--- config.mk ---
export PLATFORM = sky130hd
export DESIGN_NAME = vote_session_ctrl
export DESIGN_NICKNAME = d
export VERILOG_FILES = /design/src/rtl/vote_pkg.sv /design/src/rtl/rr_arbiter.sv /design/src/rtl/vote_session_ctrl.sv
export SDC_FILE = /design/constraint.sdc
export NUM_CORES = 1
export LEC_CHECK = 0
export BUFFER_PORTS_ARGS = -buffer_cell sky130_fd_sc_hd__clkbuf_2
export CAP_MARGIN = 0
export CELL_PAD_IN_SITES_DETAIL_PLACEMENT = 1
export CELL_PAD_IN_SITES_GLOBAL_PLACEMENT = 2
export CORE_MARGIN = 3
export CORE_UTILIZATION = 32
export DETAILED_ROUTE_END_ITERATION = 6
export PLACE_DENSITY = 0.77
export SLEW_MARGIN = 20
export SYNTH_ARGS = -nofsm -noshare
export SYNTH_HDL_FRONTEND = slang
export SYNTH_HIERARCHICAL = 1
export SYNTH_SLANG_ARGS = --single-unit
--- constraint.sdc ---
create_clock -name clk -period 4 [get_ports clk]
set_clock_uncertainty 0.1 [all_clocks]
set_input_delay 0.4 -clock clk [delete_from_list [all_inputs] [get_ports clk]]
set_output_delay 0.4 -clock clk [all_outputs]
set_load 0.02 [all_outputs]
--- src/rtl/vote_pkg.sv ---
// ----------------------------------------------------------------------------
// vote_pkg
// Shared definitions for the vote-tally session controller and its helpers.
//   state_t    : session phase, encoded to match the state_o output
//   ABSTAIN    : candidate code meaning "no valid choice"
//   candWidth  : bits needed to carry candidate codes 0..numCand
// ----------------------------------------------------------------------------
package vote_pkg;

    typedef enum logic [1:0] {
        IDLE  = 2'd0,
        OPEN  = 2'd1,
        COUNT = 2'd2,
        DONE  = 2'd3
    } state_t;

    localparam int ABSTAIN = 0;

    // Code 0 is reserved for abstain, so numCand+1 distinct values are needed.
    function automatic int candWidth(input int numCand);
        return $clog2(numCand + 1);
    endfunction

endpackage

--- src/rtl/rr_arbiter.sv ---
// ----------------------------------------------------------------------------
// rr_arbiter
// Combinational round-robin picker. Searches requesters starting at i_ptr
// and wrapping, skipping any requester whose i_mask bit is set.
// Ports:
//   i_req        N    request vector
//   i_mask       N    requesters to ignore this cycle
//   i_ptr        IW   index with highest priority
//   o_grant      N    one-hot grant (all zero when nobody eligible)
//   o_grant_idx  IW   index of the granted requester
//   o_any_grant  1    a grant was made
// ----------------------------------------------------------------------------
module rr_arbiter #(
    parameter  int N  = 4,
    localparam int IW = (N > 1) ? $clog2(N) : 1
) (
    input  logic [N-1:0]  i_req,
    input  logic [N-1:0]  i_mask,
    input  logic [IW-1:0] i_ptr,
    output logic [N-1:0]  o_grant,
    output logic [IW-1:0] o_grant_idx,
    output logic          o_any_grant
);

    logic [N-1:0]  w_elig;
    logic [IW:0]   w_sum;
    logic [IW-1:0] w_pos;

    assign w_elig = i_req & ~i_mask;

    // Walk the ring from the pointer; the first eligible requester wins.
    // The position is computed in IW+1 bits so the wrap needs no modulo.
    always_comb begin
        o_grant     = '0;
        o_grant_idx = '0;
        o_any_grant = 1'b0;
        w_sum       = '0;
        w_pos       = '0;
        for (int i = 0; i < N; i++) begin
            w_sum = {1'b0, i_ptr} + (IW+1)'(i);
            if (w_sum >= (IW+1)'(N)) begin
                w_pos = IW'(w_sum - (IW+1)'(N));
            end else begin
                w_pos = IW'(w_sum);
            end
            if (!o_any_grant && w_elig[w_pos]) begin
                o_any_grant    = 1'b1;
                o_grant[w_pos] = 1'b1;
                o_grant_idx    = w_pos;
            end
        end
    end

endmodule

--- src/rtl/vote_session_ctrl.sv ---
// ----------------------------------------------------------------------------
// vote_session_ctrl
// Session controller and booth arbiter for the vote-tally datapath. Shares
// one tally increment port among the booths, sequences the session and scans
// the tally counters to declare a winner.
// Ports:
//   clk, rst       clock, asynchronous active-high reset
//   open_i         start a session (from IDLE or DONE)
//   close_i        end the voting phase
//   booth_req_i    per-booth vote request, held until acked
//   booth_cand_i   per-booth candidate code, booth b at [b*CAND_W +: CAND_W]
//   booth_ack_o    one-hot pulse, vote accepted
//   tally_clr_o    pulse, clear the tally counters
//   tally_inc_o    increment strobe to the datapath
//   tally_idx_o    candidate code to increment
//   tally_cnt_i    tally counts, candidate c at [(c-1)*CNT_W +: CNT_W]
//   reject_o       pulse, accepted vote carried an invalid code
//   state_o        IDLE=0 OPEN=1 COUNT=2 DONE=3
//   winner_o       winning code, valid with done_o
//   tie_o          another candidate matched the winner's count
//   done_o         result valid, high throughout DONE
// ----------------------------------------------------------------------------
module vote_session_ctrl
    import vote_pkg::*;
#(
    parameter  int NUM_BOOTHS = 4,
    parameter  int NUM_CAND   = 3,
    parameter  int CNT_W      = 8,
    localparam int CAND_W     = candWidth(NUM_CAND)
) (
    input  logic                         clk,
    input  logic                         rst,
    input  logic                         open_i,
    input  logic                         close_i,
    input  logic [NUM_BOOTHS-1:0]        booth_req_i,
    input  logic [NUM_BOOTHS*CAND_W-1:0] booth_cand_i,
    output logic [NUM_BOOTHS-1:0]        booth_ack_o,
    output logic                         tally_clr_o,
    output logic                         tally_inc_o,
    output logic [CAND_W-1:0]            tally_idx_o,
    input  logic [NUM_CAND*CNT_W-1:0]    tally_cnt_i,
    output logic                         reject_o,
    output logic [1:0]                   state_o,
    output logic [CAND_W-1:0]            winner_o,
    output logic                         tie_o,
    output logic                         done_o
);

    localparam int PTR_W = (NUM_BOOTHS > 1) ? $clog2(NUM_BOOTHS) : 1;

    state_t                  r_state, w_nextState;
    logic [PTR_W-1:0]        r_ptr;
    logic [CAND_W-1:0]       r_scanIdx;
    logic [CNT_W-1:0]        r_max;
    logic [CAND_W-1:0]       r_best;
    logic                    r_tie;

    logic [NUM_BOOTHS-1:0]   w_grant;
    logic [PTR_W-1:0]        w_grantIdx;
    logic                    w_anyGrant;
    logic                    w_arbEn;
    logic                    w_reopen;
    logic                    w_scanLast;
    logic [CAND_W-1:0]       w_grantCand;
    logic                    w_candValid;
    logic [NUM_BOOTHS-1:0]   w_ackNext;
    logic                    w_incNext;
    logic                    w_rejNext;
    logic [CAND_W-1:0]       w_idxNext;
    logic [CNT_W-1:0]        w_cntSel;
    logic [CNT_W-1:0]        w_nextMax;
    logic [CAND_W-1:0]       w_nextBest;
    logic                    w_nextTie;

    assign state_o = r_state;

    // Booths still showing an ack are masked so a booth that has not yet
    // dropped its request cannot be granted a second time.
    rr_arbiter #(.N(NUM_BOOTHS)) u_arb (
        .i_req       (booth_req_i),
        .i_mask      (booth_ack_o),
        .i_ptr       (r_ptr),
        .o_grant     (w_grant),
        .o_grant_idx (w_grantIdx),
        .o_any_grant (w_anyGrant)
    );

    // Next-state and next-output decode. Arbitration is suppressed on the
    // edge that closes voting, so only an ack already on the wires completes.
    always_comb begin
        w_nextState = r_state;
        w_arbEn     = 1'b0;
        w_reopen    = 1'b0;
        w_scanLast  = (r_scanIdx == CAND_W'(NUM_CAND));
        w_grantCand = '0;
        w_candValid = 1'b0;
        w_ackNext   = '0;
        w_incNext   = 1'b0;
        w_rejNext   = 1'b0;
        w_idxNext   = '0;

        case (r_state)
            IDLE: begin
                if (open_i) begin
                    w_nextState = OPEN;
                    w_reopen    = 1'b1;
                end
            end
            OPEN: begin
                if (close_i) begin
                    w_nextState = COUNT;
                end else begin
                    w_arbEn = 1'b1;
                end
            end
            COUNT: begin
                if (w_scanLast) begin
                    w_nextState = DONE;
                end
            end
            DONE: begin
                if (open_i) begin
                    w_nextState = OPEN;
                    w_reopen    = 1'b1;
                end
            end
            default: w_nextState = IDLE;
        endcase

        for (int b = 0; b < NUM_BOOTHS; b++) begin
            if (w_grant[b]) begin
                w_grantCand = booth_cand_i[b*CAND_W +: CAND_W];
            end
        end
        w_candValid = (w_grantCand != CAND_W'(ABSTAIN)) &&
                      (int'(w_grantCand) <= NUM_CAND);

        if (w_arbEn && w_anyGrant) begin
            w_ackNext = w_grant;
            w_incNext = w_candValid;
            w_rejNext = !w_candValid;
            w_idxNext = w_candValid ? w_grantCand : '0;
        end
    end

    // Running-max step for the candidate selected by the scan index. The
    // first candidate seeds the max unconditionally, which makes an all-zero
    // tally come out as winner 1 with a tie.
    always_comb begin
        w_cntSel   = '0;
        w_nextMax  = r_max;
        w_nextBest = r_best;
        w_nextTie  = r_tie;
        for (int c = 0; c < NUM_CAND; c++) begin
            if (r_scanIdx == CAND_W'(c + 1)) begin
                w_cntSel = tally_cnt_i[c*CNT_W +: CNT_W];
            end
        end
        if (r_scanIdx == CAND_W'(1)) begin
            w_nextMax  = w_cntSel;
            w_nextBest = r_scanIdx;
            w_nextTie  = 1'b0;
        end else if (w_cntSel > r_max) begin
            w_nextMax  = w_cntSel;
            w_nextBest = r_scanIdx;
            w_nextTie  = 1'b0;
        end else if (w_cntSel == r_max) begin
            w_nextTie  = 1'b1;
        end
    end

    // Session state register.
    always_ff @(posedge clk or posedge rst) begin
        if (rst) begin
            r_state <= IDLE;
        end else begin
            r_state <= w_nextState;
        end
    end

    // Grant register and round-robin pointer; the pointer only moves when a
    // booth is actually granted.
    always_ff @(posedge clk or posedge rst) begin
        if (rst) begin
            booth_ack_o <= '0;
            tally_inc_o <= 1'b0;
            tally_idx_o <= '0;
            reject_o    <= 1'b0;
            tally_clr_o <= 1'b0;
            r_ptr       <= '0;
        end else begin
            booth_ack_o <= w_ackNext;
            tally_inc_o <= w_incNext;
            tally_idx_o <= w_idxNext;
            reject_o    <= w_rejNext;
            tally_clr_o <= w_reopen;
            if (w_arbEn && w_anyGrant) begin
                if (w_grantIdx == PTR_W'(NUM_BOOTHS - 1)) begin
                    r_ptr <= '0;
                end else begin
                    r_ptr <= w_grantIdx + PTR_W'(1);
                end
            end
        end
    end

    // Scan index and running max. Index 0 is a settle cycle so the last
    // in-flight increment has reached the counters before candidate 1 is read.
    always_ff @(posedge clk or posedge rst) begin
        if (rst) begin
            r_scanIdx <= '0;
            r_max     <= '0;
            r_best    <= '0;
            r_tie     <= 1'b0;
        end else if (r_state != COUNT) begin
            r_scanIdx <= '0;
        end else begin
            if (r_scanIdx != '0) begin
                r_max  <= w_nextMax;
                r_best <= w_nextBest;
                r_tie  <= w_nextTie;
            end
            if (!w_scanLast) begin
                r_scanIdx <= r_scanIdx + CAND_W'(1);
            end
        end
    end

    // Result registers: loaded on the final compare, cleared on reopen.
    always_ff @(posedge clk or posedge rst) begin
        if (rst) begin
            winner_o <= '0;
            tie_o    <= 1'b0;
            done_o   <= 1'b0;
        end else if (r_state == COUNT && w_scanLast) begin
            winner_o <= w_nextBest;
            tie_o    <= w_nextTie;
            done_o   <= 1'b1;
        end else if (w_reopen) begin
            winner_o <= '0;
            tie_o    <= 1'b0;
            done_o   <= 1'b0;
        end
    end

endmodule
==> key figures <==
Synth
  • Number of synthesized flops with an enable pin: 0
  • Syn Inst Count: 258
  • Distinct cell type count after synthesis: 47
  • Seq/Total Area, Yosys: roughly 33%
  • Cell taking the most area after synthesis: dfrtp_1
  • Post-synth top area share: 33.3%
  • Syn Nets: 320
  • Synth Warn #: 6
  • Share of synthesized flip-flops with an asynchronous set or reset: 100%
  • Avg Cell Area, Syn: 8.74 µm²
  • Synthesized flop and latch total: 30
  • Main synth FF type: dfrtp_1
  • Synth top area cells: dfrtp_1 (33%), ha_1 (12%), nand2_1 (5.2%)
  • Post-Synthesis Cell Area: around 2300 µm²

Routing
  • Iter 0 DRT Violations: between 50 and 60
  • # DRC: 0
  • Routed vias: between 2000 and 2500
  • WL/cell: ~15 µm
  • Via/cell ratio: 5.08
  • Drt pass-1 iters: 4
  • Final wirelength: around 6.1 mm
  • Final ANT Viol Nets: 0

CTS
  • Cts hold-fix bufs: 0
  • TritonCTS clock tree: built
  • Clock slew at reported path FFs: 0.07 ns
  • Root Buffer: clkbuf_8
  • Sink Count: 30
  • Setup Buffers After CTS: 0
  • CTS H-tree lvls: 2
  • PostCTS Resize Cnt: 0
  • Clk buf depth: 2
  • CTS buffer count: 5
  • Clk Latency, worst-skew pair: 0.28 ns

Timing
  • Worst setup margin: slightly above 0.5 ns
  • RSZ-0062 raised after global routing: false
  • Hold_ws: 0.0769 ns
  • Hold Fails Final Rpt: 0
  • Max Fclk: 0.286 GHz
  • Slew HR: 56.4%
  • Slew at the pin closest to its max-slew limit: 0.653 ns
  • Final TNS setup: 0 ns
  • # setup viols final: 0
  • Post-route minimum period: ~3.5 ns
  • Fin crit share: 87.4%
  • Max Slew Vio Count: 0

Global routing
  • Grt total ovfl: 0
  • Vias in the first global route: 2175
  • GRT Total Usage: 15.7%
  • Initial antenna violation count: 0
  • Largest net degree at the start of global routing: 31
  • First-pass GRT wire length: between 10 and 15 mm

Floorplanning
  • Die Area: ~8100 µm²
  • Width of the die: 89.9 µm
  • Die H: 89.9 µm
  • Core ar.: 6600 µm²
  • Row Count: 29
  • Top Ports: between 50 and 60
  • Initial core utilization: 34.1%

Power and ir drop
  • PwrDens: roughly 800 nW/µm²
  • Cell internal pwr: 1.09 mW
  • Comb power frac: between 60% and 70%
  • Sequential power share: 21.6%
  • Switch Pwr: 1.03 mW
  • Clock Power Share: 14.4%
  • Leak Pwr: 1.32 nW
  • VDD IR-drop max: 0.000303 V
  • Switching share of power: 48.5%

Worst hold path
  • Hold crit path type: in -> async

Place
  • Pre-CTS WS: 0.561 ns
  • HPWL Detailed: approximately 4.7 mm
  • I/O Buffers: 54
  • RD Place Congestion: slightly below 0.8

Worst setup path
  • Crit path launch type: flip-flop
  • Kind of critical path: reg -> reg
  • R2R Setup Slk: 0.51 ns
  • R2r worst-path depth: 11
  • Endpoint class of the critical path: flip-flop
  • CP required: 4.10 ns
  • Worst r2r src: r_ptr[1]$_DFFE_PP0P_
  • WP data arrival: approximately 3.6 ns
  • Critical path peak fanout: 13
  • RR Endpoint: reject_o$_DFF_PP0_

Outcome
  • Status: finished, final reports clean

Layout
  • Area of the multi-input gates: ~1400 µm²
  • Fillers: 806
  • Commonest non-fill, non-tap cells in the layout: clkbuf_2 (54), nand2_1 (31), dfrtp_1 (30), ha_1 (22), a21oi_1 (21)
  • FF/Latch Area: roughly 750 µm²
  • Fraction of layout cells with a size suffix above 1: 27.2%
  • Diodes inserted: 0
  • Final nets: 374
  • Area Growth Syn to Fin: 21.1%
  • Commonest non-fill, non-tap cell in the layout: clkbuf_2

Run
  • Max cap viols: 0
## flip-flops by register name (all words and copies together) (netlist names)
register     cells
r_scanIdx        2
tally_idx_o      2
r_tie            1
winner_o         2
r_max            8
state_o          2
tally_clr_o      1
tally_inc_o      1
r_ptr            2
booth_ack_o      4
done_o           1
tie_o            1
r_best           2
reject_o         1
## power by group through the flow
stage | Sequential, mW | Combinational, mW | Clock, mW
6_report | 0.458 | 1.36 | 0.307
5_1_grt | 0.474 | 1.52 | 0.334
4_1_cts | 0.460 | 1.36 | 0.319
3_5_place_dp | 0.465 | 1.34 | 0
3_3_place_gp | 0.463 | 1.33 | 0
2_1_floorplan | 0.502 | 0.990 | 0
## through the flow
step / instances / area [µm²] / total power, mW / utilization, %
after detailed placement: 398 / 2620 / 1.81 / 39.7
after global placement: 398 / 2620 / 1.79 / 39.7
after global routing: 406 / 2730 / 2.33 / 41.3
final: 406 / 2730 / 2.12 / 41.3
after floorplan: 258 / 2250 / 1.49 / -
after CTS: 406 / 2730 / 2.14 / 41.3
## worst max-delay path: stages, from the launching register on
cell and delay, ns:
dfrtp_1 0.64, inv_1 0.24, ha_1 0.51, mux4_2 0.58
nor2_2 0.25, a22oi_1 0.10, a21oi_1 0.31, nand3b_1 0.17
a31oi_1 0.11, nor3_1 0.21, a21oi_1 0.06, nor2_1 0.12
## worst max-delay path by stage
stage / startpoint / end / slack (ns) / depth (start not counted)
after floorplan: r_scanIdx[0]$_DFFE_PP0N_ / r_best[0]$_DFFE_PP0P_ / 0.87 / 14
after global placement: r_ptr[1]$_DFFE_PP0P_ / tally_inc_o$_DFF_PP0_ / 0.56 / 10
after detailed placement: r_scanIdx[1]$_DFFE_PP0N_ / r_best[0]$_DFFE_PP0P_ / 0.56 / 12
after CTS: r_scanIdx[1]$_DFFE_PP0N_ / r_best[0]$_DFFE_PP0P_ / 0.51 / 12
after global routing: r_ptr[1]$_DFFE_PP0P_ / reject_o$_DFF_PP0_ / 0.13 / 11
final: r_ptr[1]$_DFFE_PP0P_ / reject_o$_DFF_PP0_ / 0.51 / 11
## synth_stat cells, drive strengths merged (3+ instances only)
cell and instances:
nand2 31, dfrtp 30, ha 22, a21oi 21, nor2 21, inv 20
o21ai 19, mux2 9, nor2b 9, clkbuf 7, o22ai 6, nand2b 5
a22oi 4, and3 4, mux2i 4, nand3b 4, buf 3, mux4 3
nand4 3, nor3 3, o211ai 3, or2 3
## routing by layer
metal | part of all wire [%] | global-route usage [%]
met1 | 47 | 20.3
met3 | 2.7 | 2.84
met5 | 0 | 0
met2 | 50 | 26.9
met4 | 0.62 | 4.08
## logic make-up after synthesis
kind of cell | after synthesis | share of synthesized area, %
mux | 16 | 9.27
compound gates | 68 | 18.5
buf+inv | 30 | 5.22
fa+ha+maj | 22 | 12.2
simple gates | 91 | 21.1
xor+xnor | 1 | 0.389
flops | 30 | 33.3
## cell type report
| type | count | area share (%) |
|---|---|---|
| multi-input combinational | 198 | 50.8 |
| sequential | 30 | 27.5 |
| timing repair buffer | 57 | 10.7 |
| tap | 93 | 4.26 |
| inverter | 20 | 2.75 |
| clock buffer | 5 | 2.52 |
| clock inverter | 3 | 1.47 |
No activity file was read; power rests on OpenSTA's default activity.
